==> config.mk <==
export PLATFORM = sky130hd
export DESIGN_NAME = multicycle_ctrl_flat
export DESIGN_NICKNAME = d
export VERILOG_FILES = /design/src/rtl/multicycle_ctrl_if.sv /design/src/rtl/multicycle_ctrl.sv /design/src/flat_wrapper.sv
export SDC_FILE = /design/constraint.sdc
export NUM_CORES = 1
export LEC_CHECK = 0
export ABC_AREA = 1
export BUFFER_PORTS_ARGS = -buffer_cell sky130_fd_sc_hd__buf_2
export CORE_ASPECT_RATIO = 0.8
export CORE_MARGIN = 5
export CORE_UTILIZATION = 46
export CTS_CLUSTER_DIAMETER = 120
export CTS_CLUSTER_SIZE = 40
export DETAILED_ROUTE_END_ITERATION = 10
export PLACE_DENSITY = 0.75
export SYNTH_ARGS = -nofsm -noshare
export SYNTH_HDL_FRONTEND = slang
export SYNTH_SLANG_ARGS = --single-unit
==> constraint.sdc <==
create_clock -name clk -period 3.1 [get_ports clk]
set_input_delay 0.155 -clock clk [delete_from_list [all_inputs] [get_ports clk]]
set_output_delay 0.155 -clock clk [all_outputs]
set_load 0.01 [all_outputs]
==> src/rtl/multicycle_ctrl_if.sv <==
// multicycle_ctrl_if: control bundle between the multi-cycle controller and
// the shared datapath (IR fields, memory handshake and all datapath strobes).
interface multicycle_ctrl_if;
  logic       run;
  logic [5:0] opcode;
  logic [5:0] funct;
  logic       mem_ready;
  logic       mem_req;
  logic       IorD;
  logic       IRWrite;
  logic       PCWrite;
  logic       PCWriteCond;
  logic [1:0] PCSource;
  logic       ExtOp;
  logic       ALUSrcA;
  logic [1:0] ALUSrcB;
  logic [2:0] ALUCtr;
  logic       RegDst;
  logic       RegWrite;
  logic       MemWrite;
  logic       MemtoReg;
  logic       instr_done;
  logic       mem_timeout;
  logic       illegal_op;

  // Controller side
  modport master (
    input  run, opcode, funct, mem_ready,
    output mem_req, IorD, IRWrite, PCWrite, PCWriteCond, PCSource, ExtOp,
           ALUSrcA, ALUSrcB, ALUCtr, RegDst, RegWrite, MemWrite, MemtoReg,
           instr_done, mem_timeout, illegal_op
  );

  // Datapath / memory side
  modport slave (
    output run, opcode, funct, mem_ready,
    input  mem_req, IorD, IRWrite, PCWrite, PCWriteCond, PCSource, ExtOp,
           ALUSrcA, ALUSrcB, ALUCtr, RegDst, RegWrite, MemWrite, MemtoReg,
           instr_done, mem_timeout, illegal_op
  );
endinterface

==> src/rtl/multicycle_ctrl.sv <==
// multicycle_ctrl: FETCH/DECODE/EXEC/MEM/WB sequencer for the shared CPU
// datapath with a variable-latency memory handshake and a sticky wait timeout.
// Define MULTICYCLE_ILLEGAL_TRAP_EN to trap unsupported instructions in TRAP
// instead of retiring them as NOPs.
module multicycle_ctrl #(
  parameter int unsigned WAIT_W = 8
) (
  input  logic              clk,
  input  logic              rst_n,
  multicycle_ctrl_if.master bus
);

  localparam logic [5:0] OP_RTYPE = 6'b000000;
  localparam logic [5:0] OP_J     = 6'b000010;
  localparam logic [5:0] OP_BEQ   = 6'b000100;
  localparam logic [5:0] OP_ADDI  = 6'b001000;
  localparam logic [5:0] OP_ADDIU = 6'b001001;
  localparam logic [5:0] OP_ANDI  = 6'b001100;
  localparam logic [5:0] OP_ORI   = 6'b001101;
  localparam logic [5:0] OP_LUI   = 6'b001111;
  localparam logic [5:0] OP_LW    = 6'b100011;
  localparam logic [5:0] OP_SW    = 6'b101011;

  localparam logic [5:0] FN_ADD = 6'b100000;
  localparam logic [5:0] FN_SUB = 6'b100010;
  localparam logic [5:0] FN_AND = 6'b100100;
  localparam logic [5:0] FN_OR  = 6'b100101;
  localparam logic [5:0] FN_SLT = 6'b101010;

  localparam logic [2:0] ALU_AND = 3'b000;
  localparam logic [2:0] ALU_OR  = 3'b001;
  localparam logic [2:0] ALU_ADD = 3'b010;
  localparam logic [2:0] ALU_LUI = 3'b100;
  localparam logic [2:0] ALU_SUB = 3'b110;
  localparam logic [2:0] ALU_SLT = 3'b111;

  localparam logic [WAIT_W-1:0] WAIT_MAX = '1;

  typedef enum logic [2:0] {
    S_IDLE, S_FETCH, S_DECODE, S_EXEC, S_MEM, S_WB, S_TRAP
  } state_t;

  state_t            r_state, w_state_next, w_after;
  logic [5:0]        r_op, r_fn;
  logic [WAIT_W-1:0] r_wait, w_wait_next;
  logic              r_timeout;
  logic              w_stall, w_ext_sign, w_decode_legal;

  function automatic logic f_legal(input logic [5:0] op, input logic [5:0] fn);
    case (op)
      OP_RTYPE: f_legal = fn inside {FN_ADD, FN_SUB, FN_AND, FN_OR, FN_SLT};
      OP_J, OP_BEQ, OP_ADDI, OP_ADDIU, OP_ANDI, OP_ORI, OP_LUI, OP_LW, OP_SW:
        f_legal = 1'b1;
      default:  f_legal = 1'b0;
    endcase
  endfunction

  function automatic logic [2:0] f_alu_r(input logic [5:0] fn);
    case (fn)
      FN_SUB:  f_alu_r = ALU_SUB;
      FN_AND:  f_alu_r = ALU_AND;
      FN_OR:   f_alu_r = ALU_OR;
      FN_SLT:  f_alu_r = ALU_SLT;
      default: f_alu_r = ALU_ADD;
    endcase
  endfunction

  function automatic logic [2:0] f_alu_i(input logic [5:0] op);
    case (op)
      OP_ANDI: f_alu_i = ALU_AND;
      OP_ORI:  f_alu_i = ALU_OR;
      OP_LUI:  f_alu_i = ALU_LUI;
      default: f_alu_i = ALU_ADD;
    endcase
  endfunction

  assign w_decode_legal  = f_legal(bus.opcode, bus.funct);
  assign w_ext_sign      = r_op inside {OP_ADDI, OP_ADDIU, OP_LW, OP_SW, OP_BEQ};
  assign w_after         = bus.run ? S_FETCH : S_IDLE;
  assign w_stall         = ((r_state == S_FETCH) || (r_state == S_MEM)) && !bus.mem_ready;
  assign w_wait_next     = !w_stall ? '0 :
                           (r_wait == WAIT_MAX) ? r_wait : r_wait + WAIT_W'(1);
  assign bus.mem_timeout = r_timeout;

  // State register
  always_ff @(posedge clk) begin
    if (!rst_n) r_state <= S_IDLE;
    else        r_state <= w_state_next;
  end

  // Latch the IR opcode/funct while in DECODE
  always_ff @(posedge clk) begin
    if (!rst_n) begin
      r_op <= '0;
      r_fn <= '0;
    end else if (r_state == S_DECODE) begin
      r_op <= bus.opcode;
      r_fn <= bus.funct;
    end
  end

  // Saturating memory-wait counter and sticky timeout flag
  always_ff @(posedge clk) begin
    if (!rst_n) begin
      r_wait    <= '0;
      r_timeout <= 1'b0;
    end else begin
      r_wait <= w_wait_next;
      if (w_wait_next == WAIT_MAX) r_timeout <= 1'b1;
    end
  end

  // Next-state and datapath strobe decode
  always_comb begin
    w_state_next    = r_state;
    bus.mem_req     = 1'b0;
    bus.IorD        = 1'b0;
    bus.IRWrite     = 1'b0;
    bus.PCWrite     = 1'b0;
    bus.PCWriteCond = 1'b0;
    bus.PCSource    = 2'b00;
    bus.ExtOp       = 1'b0;
    bus.ALUSrcA     = 1'b0;
    bus.ALUSrcB     = 2'b00;
    bus.ALUCtr      = 3'b000;
    bus.RegDst      = 1'b0;
    bus.RegWrite    = 1'b0;
    bus.MemWrite    = 1'b0;
    bus.MemtoReg    = 1'b0;
    bus.instr_done  = 1'b0;
    bus.illegal_op  = 1'b0;
    case (r_state)
      S_IDLE: if (bus.run) w_state_next = S_FETCH;
      S_FETCH: begin
        bus.mem_req = 1'b1;
        bus.ALUSrcB = 2'b01;
        bus.ALUCtr  = ALU_ADD;
        if (bus.mem_ready) begin
          bus.IRWrite  = 1'b1;
          bus.PCWrite  = 1'b1;
          w_state_next = S_DECODE;
        end
      end
      S_DECODE: begin
        bus.ALUSrcB = 2'b11;
        bus.ExtOp   = 1'b1;
        if (w_decode_legal) begin
          w_state_next = S_EXEC;
        end else begin
`ifdef MULTICYCLE_ILLEGAL_TRAP_EN
          w_state_next = S_TRAP;
`else
          bus.instr_done = 1'b1;
          w_state_next   = w_after;
`endif
        end
      end
      S_EXEC: begin
        bus.ExtOp = w_ext_sign;
        case (r_op)
          OP_RTYPE: begin
            bus.ALUSrcA  = 1'b1;
            bus.ALUCtr   = f_alu_r(r_fn);
            w_state_next = S_WB;
          end
          OP_LW, OP_SW: begin
            bus.ALUSrcA  = 1'b1;
            bus.ALUSrcB  = 2'b10;
            bus.ALUCtr   = ALU_ADD;
            w_state_next = S_MEM;
          end
          OP_BEQ: begin
            bus.ALUSrcA     = 1'b1;
            bus.ALUCtr      = ALU_SUB;
            bus.PCWriteCond = 1'b1;
            bus.PCSource    = 2'b01;
            bus.instr_done  = 1'b1;
            w_state_next    = w_after;
          end
          OP_J: begin
            bus.PCWrite    = 1'b1;
            bus.PCSource   = 2'b10;
            bus.instr_done = 1'b1;
            w_state_next   = w_after;
          end
          default: begin
            bus.ALUSrcA  = 1'b1;
            bus.ALUSrcB  = 2'b10;
            bus.ALUCtr   = f_alu_i(r_op);
            w_state_next = S_WB;
          end
        endcase
      end
      S_MEM: begin
        bus.mem_req  = 1'b1;
        bus.IorD     = 1'b1;
        bus.ExtOp    = w_ext_sign;
        bus.MemWrite = (r_op == OP_SW);
        if (bus.mem_ready) begin
          if (r_op == OP_SW) begin
            bus.instr_done = 1'b1;
            w_state_next   = w_after;
          end else begin
            w_state_next = S_WB;
          end
        end
      end
      S_WB: begin
        bus.ExtOp      = w_ext_sign;
        bus.RegWrite   = 1'b1;
        bus.RegDst     = (r_op == OP_RTYPE);
        bus.MemtoReg   = (r_op == OP_LW);
        bus.instr_done = 1'b1;
        w_state_next   = w_after;
      end
`ifdef MULTICYCLE_ILLEGAL_TRAP_EN
      S_TRAP: bus.illegal_op = 1'b1;
`endif
      default: w_state_next = S_IDLE;
    endcase
  end

endmodule
==> src/flat_wrapper.sv <==
// flat-port wrapper written by rule: the top's interface ports become plain ports
module multicycle_ctrl_flat 
#(
  parameter int unsigned WAIT_W = 8
)
  (clk, rst_n, bus_run, bus_opcode, bus_funct, bus_mem_ready, bus_mem_req, bus_IorD, bus_IRWrite, bus_PCWrite, bus_PCWriteCond, bus_PCSource, bus_ExtOp, bus_ALUSrcA, bus_ALUSrcB, bus_ALUCtr, bus_RegDst, bus_RegWrite, bus_MemWrite, bus_MemtoReg, bus_instr_done, bus_mem_timeout, bus_illegal_op);
  multicycle_ctrl_if bus_i ();
  input  logic clk;
  input  logic rst_n;
  input wire logic [$bits(bus_i.run)-1:0] bus_run;
  input wire logic [$bits(bus_i.opcode)-1:0] bus_opcode;
  input wire logic [$bits(bus_i.funct)-1:0] bus_funct;
  input wire logic [$bits(bus_i.mem_ready)-1:0] bus_mem_ready;
  output wire logic [$bits(bus_i.mem_req)-1:0] bus_mem_req;
  output wire logic [$bits(bus_i.IorD)-1:0] bus_IorD;
  output wire logic [$bits(bus_i.IRWrite)-1:0] bus_IRWrite;
  output wire logic [$bits(bus_i.PCWrite)-1:0] bus_PCWrite;
  output wire logic [$bits(bus_i.PCWriteCond)-1:0] bus_PCWriteCond;
  output wire logic [$bits(bus_i.PCSource)-1:0] bus_PCSource;
  output wire logic [$bits(bus_i.ExtOp)-1:0] bus_ExtOp;
  output wire logic [$bits(bus_i.ALUSrcA)-1:0] bus_ALUSrcA;
  output wire logic [$bits(bus_i.ALUSrcB)-1:0] bus_ALUSrcB;
  output wire logic [$bits(bus_i.ALUCtr)-1:0] bus_ALUCtr;
  output wire logic [$bits(bus_i.RegDst)-1:0] bus_RegDst;
  output wire logic [$bits(bus_i.RegWrite)-1:0] bus_RegWrite;
  output wire logic [$bits(bus_i.MemWrite)-1:0] bus_MemWrite;
  output wire logic [$bits(bus_i.MemtoReg)-1:0] bus_MemtoReg;
  output wire logic [$bits(bus_i.instr_done)-1:0] bus_instr_done;
  output wire logic [$bits(bus_i.mem_timeout)-1:0] bus_mem_timeout;
  output wire logic [$bits(bus_i.illegal_op)-1:0] bus_illegal_op;
  assign bus_i.run = bus_run;
  assign bus_i.opcode = bus_opcode;
  assign bus_i.funct = bus_funct;
  assign bus_i.mem_ready = bus_mem_ready;
  assign bus_mem_req = bus_i.mem_req;
  assign bus_IorD = bus_i.IorD;
  assign bus_IRWrite = bus_i.IRWrite;
  assign bus_PCWrite = bus_i.PCWrite;
  assign bus_PCWriteCond = bus_i.PCWriteCond;
  assign bus_PCSource = bus_i.PCSource;
  assign bus_ExtOp = bus_i.ExtOp;
  assign bus_ALUSrcA = bus_i.ALUSrcA;
  assign bus_ALUSrcB = bus_i.ALUSrcB;
  assign bus_ALUCtr = bus_i.ALUCtr;
  assign bus_RegDst = bus_i.RegDst;
  assign bus_RegWrite = bus_i.RegWrite;
  assign bus_MemWrite = bus_i.MemWrite;
  assign bus_MemtoReg = bus_i.MemtoReg;
  assign bus_instr_done = bus_i.instr_done;
  assign bus_mem_timeout = bus_i.mem_timeout;
  assign bus_illegal_op = bus_i.illegal_op;
  multicycle_ctrl #(.WAIT_W(WAIT_W)) u_core (.clk(clk), .rst_n(rst_n), .bus(bus_i));
endmodule
==> out/results.txt, run 1 <==
Crit path depth: 8
Vias in the first global route: 1448
N_diodes: 0
Drt pass-1 iters: 5
Cell-internal power: 0.531 mW
Routed vias/inst: 4.93
Fin. Hold Viols: 0
FF-to-FF path depth: 11
Area of the die: 4790 sq um
Switch share: 35.2%
Hold slack: 0.135 ns
Insertion delay to the later sink of the worst-skew pair: 0.27 ns
Post-synth cell types: 34
Power share of the sequential group: 43.8%
DIE WIDTH: 76.2 um
Comb power frac: 30.2%
CTS sink count: 24
Fin Setup TNS: 0 ns
Chip height: 62.9 um
Setup Buffers After CTS: 0
Worst Path Max Fanout: 5
Synthesized instance count: 253
Max incr delay on CP: 0.36 ns
DP Wirelength: 2990 um
Worst Hold Depth: 3
Post-DRT Antenna Nets: 0
Cell family contributing the most delay on the critical path: simple AND/OR/NAND/NOR gates
RSZ-0062 raised after global routing: no
Async S/R FF share, synth: 0%
Pins over their slew limit: 0
Count leader, synth: nor2_1
RR Startpoint: u_core.r_wait[0]
HP Class: input pin to flop
I/O Buffers: 35
GRT Total Usage: 16.5%
Yosys top cell area share: 29.8%
Netlist Area Pre-Place: 1610 sq um
Critical path cell sequence: nor2_4, nand4_1, nor2_1, inv_2, o31ai_1, o21ai_1, inv_1, buf_2
Pwr Total: 0.820 mW
Largest net degree at the start of global routing: 23
Syn Area/Cell: 6.36 sq um
VDD IR max: 191 uV
Area growth from synthesis to layout: 16.9%
Routed wire length: 3910 um
WL/cell: 11.8 um
EDFF count, synth: 0
Final period utilization: 63.5%
Core Region: 3400 sq um
Num CTS Buffers: 3
Synth top area cells: dfxtp_1, nor2_1, nand2_1, inv_1, o21ai_0
Predominant post-synthesis flop cell: dfxtp_1
Top cells by count, synth: nor2_1, nand2_1, inv_1, dfxtp_1, o21ai_0
Worst Hold Launch: bus_funct[0]
Starting Density: 47.4%
Mapped Nets: 273
Initial antenna violation count: 0
H-tree lvl count: 1
Final setup violation count: 0
Fmax: 508 MHz
Critical Path Start Type: flop
Largest area contributor in the netlist: dfxtp_1
Global-route wire length before repair: 6630 um
CTS tree: done
Post-synthesis sequential area ratio: 29.8%
Yosys warning total: 0
IO Pins: 37
Clock transition at path regs: 0.08 ns
First DRT Iteration DRCs: 127
DR vias: 1631
Clock root buffer master: clkbuf_8
Nets: 310
Layout cell share with drive strength beyond 1: 22.1%
P per Cell Area: 436 nW/um^2
Lkg Pwr: 0.910 nW
Worst Hold End: u_core.r_fn[0]
Yosys reg bits: 24
NetSw: 0.289 mW
Post_cts resized: 0
Worst reg2reg endpoint: u_core.bus.mem_timeout
Max-cap viol count: 0
FP Rows: 19
GRT overflow: 0
Arr. time, crit path: 1.81 ns
Crit Path Category: flop to primary output
Clock share of power: 26.1%
Min cycle time layout: 1.97 ns
# hold bufs at CTS: 0
RePlAce Congestion: 0.883
CP max stage cell: dfxtp_1
CP bufs+invs: 3
R2r setup slk: 1.45 ns
Skew final: 0.00311 ns
Status: completed
Worst Path Required: 2.94 ns
CTS Buffer Depth: 2
Layout fillers: 328
DRC Markers: 0
CP endpoint kind: primary output
-- power by group through the flow --
stage	combinational [mW]	sequential (mW)	clock (mW)
floorplan	0.179	0.360	0
global placement	0.241	0.365	0
CTS	0.246	0.358	0.217
detailed placement	0.242	0.365	0
finish	0.247	0.359	0.214
global route	0.281	0.363	0.234
-- worst register-to-register path, delay by kind of cell (launching register included) --
| family | cells | cell delay [ns] |
|---|---|---|
| AND/OR/NAND/NOR | 7 | 0.66 |
| flip-flops | 1 | 0.38 |
| AO/OA/AOI/OAI | 1 | 0.21 |
| adder cells (fa/ha/maj) | 1 | 0.19 |
| buffers and inverters | 2 | 0.17 |
-- through the flow --
stage	instance area (sq um)	worst slack, ns	cells	utilization [%]
2_1_floorplan	1610	1.70	253	-
3_3_place_gp	1830	1.51	327	53.7
6_report	1880	1.13	331	55.4
5_1_grt	1880	0.977	331	55.4
3_5_place_dp	1830	1.47	327	53.7
4_1_cts	1880	1.17	331	55.4
-- sequential cells by signal, indices dropped and copies added, names as in the netlist --
signal and flops:
u_core.r_fn 6, u_core.r_state 3, u_core.r_op 6, u_core.bus.mem_timeout 1, u_core.r_wait 8
-- how the worst max path moves through the flow --
stage                     start                     end  slack, ns
2_1_floorplan  u_core.r_wait[0]  u_core.bus.mem_timeout       1.70
3_3_place_gp     u_core.r_op[4]           bus_ALUCtr[2]       1.51
3_5_place_dp     u_core.r_op[4]           bus_ALUCtr[2]       1.47
4_1_cts          u_core.r_op[4]           bus_ALUCtr[2]       1.17
5_1_grt          u_core.r_op[4]           bus_ALUCtr[2]       0.98
6_report         u_core.r_op[4]           bus_ALUCtr[2]       1.13
-- final cells by class --
class,count,area (sq um),area share [%]
Sequential cell,24,480,25.5
Tap cell,42,52.6,2.79
Timing Repair Buffer,36,183,9.71
Clock buffer,4,55.1,2.93
Inverter,39,150,7.98
Multi-Input combinational cell,186,961,51.1
-- routing by layer --
| layer | share of wire (%) | global-route usage [%] | up-vias |
|---|---|---|---|
| met5 | 0 | 0 | - |
| met2 | 38 | 22.2 | 61 |
| met4 | 1.6 | 5.24 | 0 |
| met3 | 8.3 | 4.32 | 7 |
| li1 | - | - | 884 |
| met1 | 52 | 24.9 | 679 |
-- cells in the final DEF (no fill, tap or decap), types with 2 or more instances in the layout --
master	n
dfxtp_1	24
a31oi_1	3
ha_1	4
nor2_4	4
a21oi_1	19
nand3_1	16
clkbuf_8	4
o21ai_0	21
nand3_2	2
xor2_1	3
nor2_1	49
o21ai_1	2
xnor2_1	2
nor3_1	3
nand2_4	3
nand4_1	2
buf_2	35
inv_1	28
inv_2	8
nand2_1	42
-- cell families (layout without fill, tap and decap cells) --
group	count (synthesis)	after routing	share of synthesized area, %
AO/OA/AOI/OAI	50	50	16.6
XOR/XNOR	5	5	2.72
flip-flops	24	24	29.8
AND/OR/NAND/NOR	126	126	37.0
other	1	1	0.233
adder cells (fa/ha/maj)	4	4	3.11
buffers and inverters	43	79	10.5
Note: power is estimated with default switching activity, not from simulation.
==> run 2, diff against run 1 <==
PLACE_DENSITY = 0.77   (was 0.75)
clock period = 1.6 ns   (was 3.1 ns; I/O delays follow)
==> out/results.txt, run 2 (synthesis results as in run 1) <==
Status: finished, violations left
Failing checks: setup timing
CTS Buffer Depth: 2 (unchanged)
FF-to-FF path depth: 12 (+1)
I/O Buffers: 35 (unchanged)
HP Class: input pin to flop
N_diodes: 0 (unchanged)
Fin. Hold Viols: 0 (unchanged)
IO Pins: 37 (unchanged)
Drt pass-1 iters: 4 (-1)
Non-filler cells in the finished layout: 339 (+2.4%)
VDD IR max: 512 uV (+170%)
Top Registers: u_core.r_wait x8, u_core.r_fn x6, u_core.r_op x6
Worst Slack Setup Final: -0.105 ns (-1.24 ns)
Clock root buffer master: clkbuf_8
H-tree lvl count: 1 (unchanged)
Post-DRT Antenna Nets: 0 (unchanged)
Hold slack: 0.0539 ns (-0.0807 ns)
DP Wirelength: 3060 um (+2.4%)
Routed wire length: 4210 um (+7.7%)
Insertion delay to the later sink of the worst-skew pair: 0.27 ns (about the same)
Arr. time, crit path: 1.63 ns (-0.18 ns)
Most frequent cells in the layout: nor2_1, nand2_1, buf_2, inv_1, o21ai_0
Critical Path Start Type: flop
DIE WIDTH: 76.2 um (unchanged)
Area growth from synthesis to layout: 28.4%
CTS tree: done
Worst Path Required: 1.52 ns (-1.42 ns)
First DRT Iteration DRCs: 136 (+7.1%)
CP endpoint kind: primary output
Final setup violation count: 4 (+4)
M1 WL: 2050 um (+0.44%)
RePlAce Congestion: 0.889 (+0.74%)
GRT overflow: 0 (unchanged)
Max-cap viol count: 0 (unchanged)
Final period utilization: 107%
Worst reg2reg endpoint: u_core.r_state[0]
Skew final: 0.00914 ns (+0.00603 ns)
Crit Path Category: flop to primary output
Initial antenna violation count: 0 (unchanged)
Min cycle time layout: 1.71 ns
Vias in the first global route: 1537 (+6.1%)
Nets: 318 (+2.6%)
Commonest non-fill, non-tap cell in the layout: nor2_1
DR top layer: met4
RSZ-0062 raised after global routing: yes
Num CTS Buffers: 3 (unchanged)
Clock transition at path regs: 0.09 ns (about the same)
Layout cell share with drive strength beyond 1: 33.3% (+11 points)
RR Startpoint: u_core.r_state[1]
Worst Hold Depth: 3 (unchanged)
P per Cell Area: 884 nW/um^2 (+100%)
WL/cell: 12.4 um (+5.1%)
Fmax: 586 MHz
Global-route wire length before repair: 6930 um (+4.6%)
Worst Hold Launch: bus_funct[0]
Worst Path Max Fanout: 3 (-2)
FP Rows: 19 (unchanged)
Largest net degree at the start of global routing: 19 (-17%)
CTS sink count: 24 (unchanged)
DR vias: 1747 (+7.1%)
Core Region: 3400 sq um (unchanged)
R2r setup slk: 0.07 ns (-1.38 ns)
GRT Total Usage: 17.1% (+0.67 points)
Dpl cells: 329 (+0.61%)
Lkg Pwr: 0.958 nW (+5.3%)
Area of the die: 4790 sq um (unchanged)
Met3 Wirelength: 310 um (-4.3%)
Worst Hold End: u_core.r_fn[0]
DRC Markers: 0 (unchanged)
Max reg flops: 8 (unchanged)
Chip height: 62.9 um (unchanged)
Starting Density: 47.4% (unchanged)
Routed vias/inst: 5.15 (+4.6%)
Pins over their slew limit: 0 (unchanged)
Wire length on met2: 1820 um (+23%)
Most flops, register: u_core.r_wait
Fin Setup TNS: -0.228 ns (-0.228 ns)
[run 2: changes by cell type in the layout (fill, tap and decap cells not counted), moves of 3 or more]
cell     change
dfxtp_1     -11
buf_4        +8
dfxtp_2      +8
nor2_1       -4
nor2_2       +4
dfxtp_4      +3
nand3_1      -3
[run 2: repair_timing]
item | CTS | global route
hold buffers | 0 | 0
pin swaps | 2 | 5
gates resized for setup | 18 | 21
endpoints found under the setup margin | 7 | 15
buffers inserted | 2 | 4
[run 2: stage by stage]
stage	util, %	power, mW	worst slack (ns)	cell area [sq um]
2_1_floorplan	-	1.04	0.201	1610
3_3_place_gp	54.2	1.20	0.113	1840
3_5_place_dp	54.2	1.21	0.0484	1840
4_1_cts	58.1	1.80	-0.0516	1970
5_1_grt	60.8	1.93	-0.205	2070
6_report	60.8	1.83	-0.105	2070
[run 2: final cells by class]
class / count / area, sq um
Fill cell: 321 / 1330
Multi-Input combinational cell: 186 / 1030
Sequential cell: 24 / 502
Timing Repair Buffer: 44 / 249
Inverter: 39 / 158
Tap cell: 42 / 52.6
Clock buffer: 3 / 41.3
Clock inverter: 1 / 30.0
[run 2: metal layers]
metal	global-route usage, %	up-vias
met5	0	-
met4	2.40	0
met3	5.33	5
met2	26.2	63
met1	24.2	777
li1	-	902
[run 2: worst max-delay path, stage by stage, from the launching register on]
cell	delay, ns
dfxtp_2	0.35
nor2_4	0.11
nand4_1	0.15
nor2_2	0.19
inv_2	0.07
o31ai_2	0.19
o21ai_1	0.11
inv_1	0.08
buf_6	0.10
[run 2: where the power goes]
group	switching (mW)	total, mW	internal, mW	leakage, nW
combinational	0.353	0.578	0.226	0.722
sequential	0.0620	0.709	0.647	0.200
clock	0.204	0.539	0.335	0.0357
total	0.619	1.83	1.21	0.958
[run 2: how the worst max path moves through the flow]
stage | endpoint | cells past startpoint | startpoint | slack [ns]
2_1_floorplan | u_core.bus.mem_timeout | 12 | u_core.r_wait[0] | 0.20
3_3_place_gp | u_core.bus.mem_timeout | 12 | u_core.r_wait[0] | 0.11
3_5_place_dp | u_core.bus.mem_timeout | 12 | u_core.r_wait[0] | 0.05
4_1_cts | bus_ALUCtr[1] | 5 | u_core.r_fn[5] | -0.05
5_1_grt | bus_ALUCtr[2] | 8 | u_core.r_op[4] | -0.21
6_report | bus_ALUCtr[2] | 8 | u_core.r_op[4] | -0.11
==> run 3, diff against run 2 <==
CELL_PAD_IN_SITES_DETAIL_PLACEMENT = 1   (was unset)
CELL_PAD_IN_SITES_GLOBAL_PLACEMENT = 2   (was unset)
CORE_UTILIZATION = 28   (was 46)
PLACE_DENSITY = 0.84   (was 0.77)
clock period = 1.7 ns   (was 1.6 ns; I/O delays follow)
==> out/results.txt, run 3 (synthesis results as in run 1) <==
Finished Cell Area: 2120 sq um (+2.4%)
I/O Buffers: 35 (unchanged)
R2r setup slk: 0.12 ns (+0.05 ns)
IO Pins: 37 (unchanged)
Power share of the sequential group: 40.4% (+1.6 points)
Chip height: 77.8 um (+24%)
DP Worst Slack: 0.0736 ns (+0.0253 ns)
Worst Hold Depth: 3 (unchanged)
Initial antenna violation count: 0 (unchanged)
Comb power frac: 35.6% (+3.9 points)
Critical Path Start Type: flop
Clock root buffer master: clkbuf_8
Nets: 320 (+0.63%)
GRT overflow: 0 (unchanged)
CP max stage cell: o41ai_2
FP Rows: 24 (+5)
Worst Slack Setup Final: -0.0426 ns (+0.0628 ns)
Worst Hold Launch: bus_funct[4]
Max-cap viol count: 0 (unchanged)
GRT Total Usage: 13.2% (-4.0 points)
Arr. time, crit path: 1.66 ns (+0.03 ns)
Worst reg2reg endpoint: u_core.bus.mem_timeout
Starting Density: 29.1% (-18 points)
Failing checks: setup timing
HP Class: input pin to flop
Switch share: 36.9% (+3.0 points)
Largest net degree at the start of global routing: 17 (-2)
FF-to-FF path depth: 11 (-1)
Worst Path Max Fanout: 3 (unchanged)
RR Startpoint: u_core.r_wait[0]
Max reg flops: 8 (unchanged)
Post-DRT Antenna Nets: 0 (unchanged)
Worst Path Required: 1.62 ns (+0.10 ns)
Worst Hold End: u_core.r_fn[4]
Drt pass-1 iters: 4 (unchanged)
First DRT Iteration DRCs: 80 (-41%)
Clock transition at path regs: 0.09 ns (about the same)
Final setup violation count: 1 (-3)
Status: finished, violations left
Min cycle time layout: 1.74 ns
Dpl cells: 364 (+11%)
Num CTS Buffers: 3 (unchanged)
P per Cell Area: 783 nW/um^2 (-11%)
Crit Path Category: flop to primary output
RSZ-0062 raised after global routing: yes
Sequential Area: 509 sq um (+1.5%)
Routed vias/inst: 4.54 (-12%)
DP Wirelength: 3920 um (+28%)
Critical path cell sequence: inv_1, or2_2, o41ai_2, a31oi_1, buf_2
Pwr Total: 1.66 mW (-9.3%)
Top Registers: u_core.r_wait x8, u_core.r_fn x6, u_core.r_op x6
CP startpoint: u_core.r_fn[5]
RePlAce Congestion: 0.803 (-9.7%)
Final period utilization: 103%
Area of the die: 7380 sq um (+54%)
Pins over their slew limit: 0 (unchanged)
Core Region: 5530 sq um (+63%)
Global-route wire length before repair: 7910 um (+14%)
Insertion delay to the later sink of the worst-skew pair: 0.27 ns (about the same)
Fmax: 574 MHz
Cell-internal power: 1.05 mW (-13%)
Clock share of power: 23.9% (-5.6 points)
Fin. Hold Viols: 0 (unchanged)
Commonest non-fill, non-tap cell in the layout: nor2_1
H-tree lvl count: 1 (unchanged)
DR vias: 1710 (-2.1%)
DRC Markers: 0 (unchanged)
Layout fillers: 750 (+130%)
WL/cell: 12.9 um (+4.0%)
Layout cell share with drive strength beyond 1: 33.4% (+0.11 points)
NetSw: 0.611 mW (-1.3%)
VDD IR max: 355 uV (-31%)
Cell Area, Placed: 1880 sq um (+2.0%)
CP endpoint kind: primary output
Most flops, register: u_core.r_wait
Routed wire length: 4860 um (+16%)
CTS sink count: 24 (unchanged)
CTS tree: done
Vias in the first global route: 1604 (+4.4%)
Non-filler cells in the finished layout: 377 (+11%)
Lkg Pwr: 0.978 nW (+2.1%)
Skew final: 0.00750 ns (-0.00163 ns)
CTS Buffer Depth: 2 (unchanged)
DIE WIDTH: 94.8 um (+24%)
Area growth from synthesis to layout: 31.4%
N_diodes: 0 (unchanged)
Most frequent cells in the layout: nor2_1, nand2_1, buf_2, inv_1, a21oi_1
Max incr delay on CP: 0.34 ns (about the same)
Footprint of the multi-input gates: 1040 sq um (+0.60%)
-- run 3: what timing repair did --
action,CTS,global route
hold buffers,0,0
pin swaps,3,9
gates resized for setup,9,32
setup buffers,2,7
setup endpoints to repair,7,13
-- run 3: area by class of cell --
class                      count  share of cell area (%)
multi-input combinational    186                    49.2
sequential                    24                    24.1
timing repair buffer          46                    12.2
inverter                      39                    7.33
tap                           78                    4.61
clock buffer                   4                    2.60
-- run 3: how the worst max path moves through the flow --
stage | endpoint | slack (ns) | depth (start not counted)
2_1_floorplan | u_core.bus.mem_timeout | 0.30 | 12
3_3_place_gp | u_core.bus.mem_timeout | 0.09 | 11
3_5_place_dp | u_core.bus.mem_timeout | 0.07 | 11
4_1_cts | bus_ALUCtr[1] | -0.009 | 5
5_1_grt | bus_ALUCtr[1] | -0.11 | 5
6_report | bus_ALUCtr[1] | -0.04 | 5
-- run 3: metrics by stage --
step / TNS (ns) / hold slack [ns] / utilization [%]
after floorplan: 0 / 0.220 / -
after global placement: 0 / 0.339 / 34.0
after detailed placement: 0 / 0.348 / 34.0
after CTS: -0.0153 / 0.0653 / 35.7
after global routing: -0.293 / 0.0774 / 38.3
final: -0.0426 / 0.0662 / 38.3
-- run 3: worst max-delay path, delay by kind of cell (launching register included) --
| family | cells | cell delay, ns |
|---|---|---|
| and+or+nand+nor | 1 | 0.33 |
| DFF | 1 | 0.32 |
| AOI/OAI and AO/OA | 2 | 0.51 |
| buffers and inverters | 2 | 0.22 |
-- run 3: power groups by stage --
stage               clock (mW)  sequential [mW]  combinational [mW]
floorplan                    0            0.657               0.326
CTS                      0.407            0.662               0.508
finish                   0.397            0.670               0.591
global placement             0            0.669               0.462
global route             0.438            0.678               0.661
detailed placement           0            0.670               0.470
-- run 3: metal layers --
| layer | wire length [um] | share of wire, % | track usage (%) | up-vias |
|---|---|---|---|---|
| li1 | - | - | - | 905 |
| met5 | 0 | 0 | 0 | - |
| met1 | 2680 | 55 | 21.8 | 761 |
| met3 | 235 | 4.8 | 1.64 | 7 |
| met2 | 1870 | 38 | 16.7 | 37 |
| met4 | 81 | 1.7 | 4.47 | 0 |
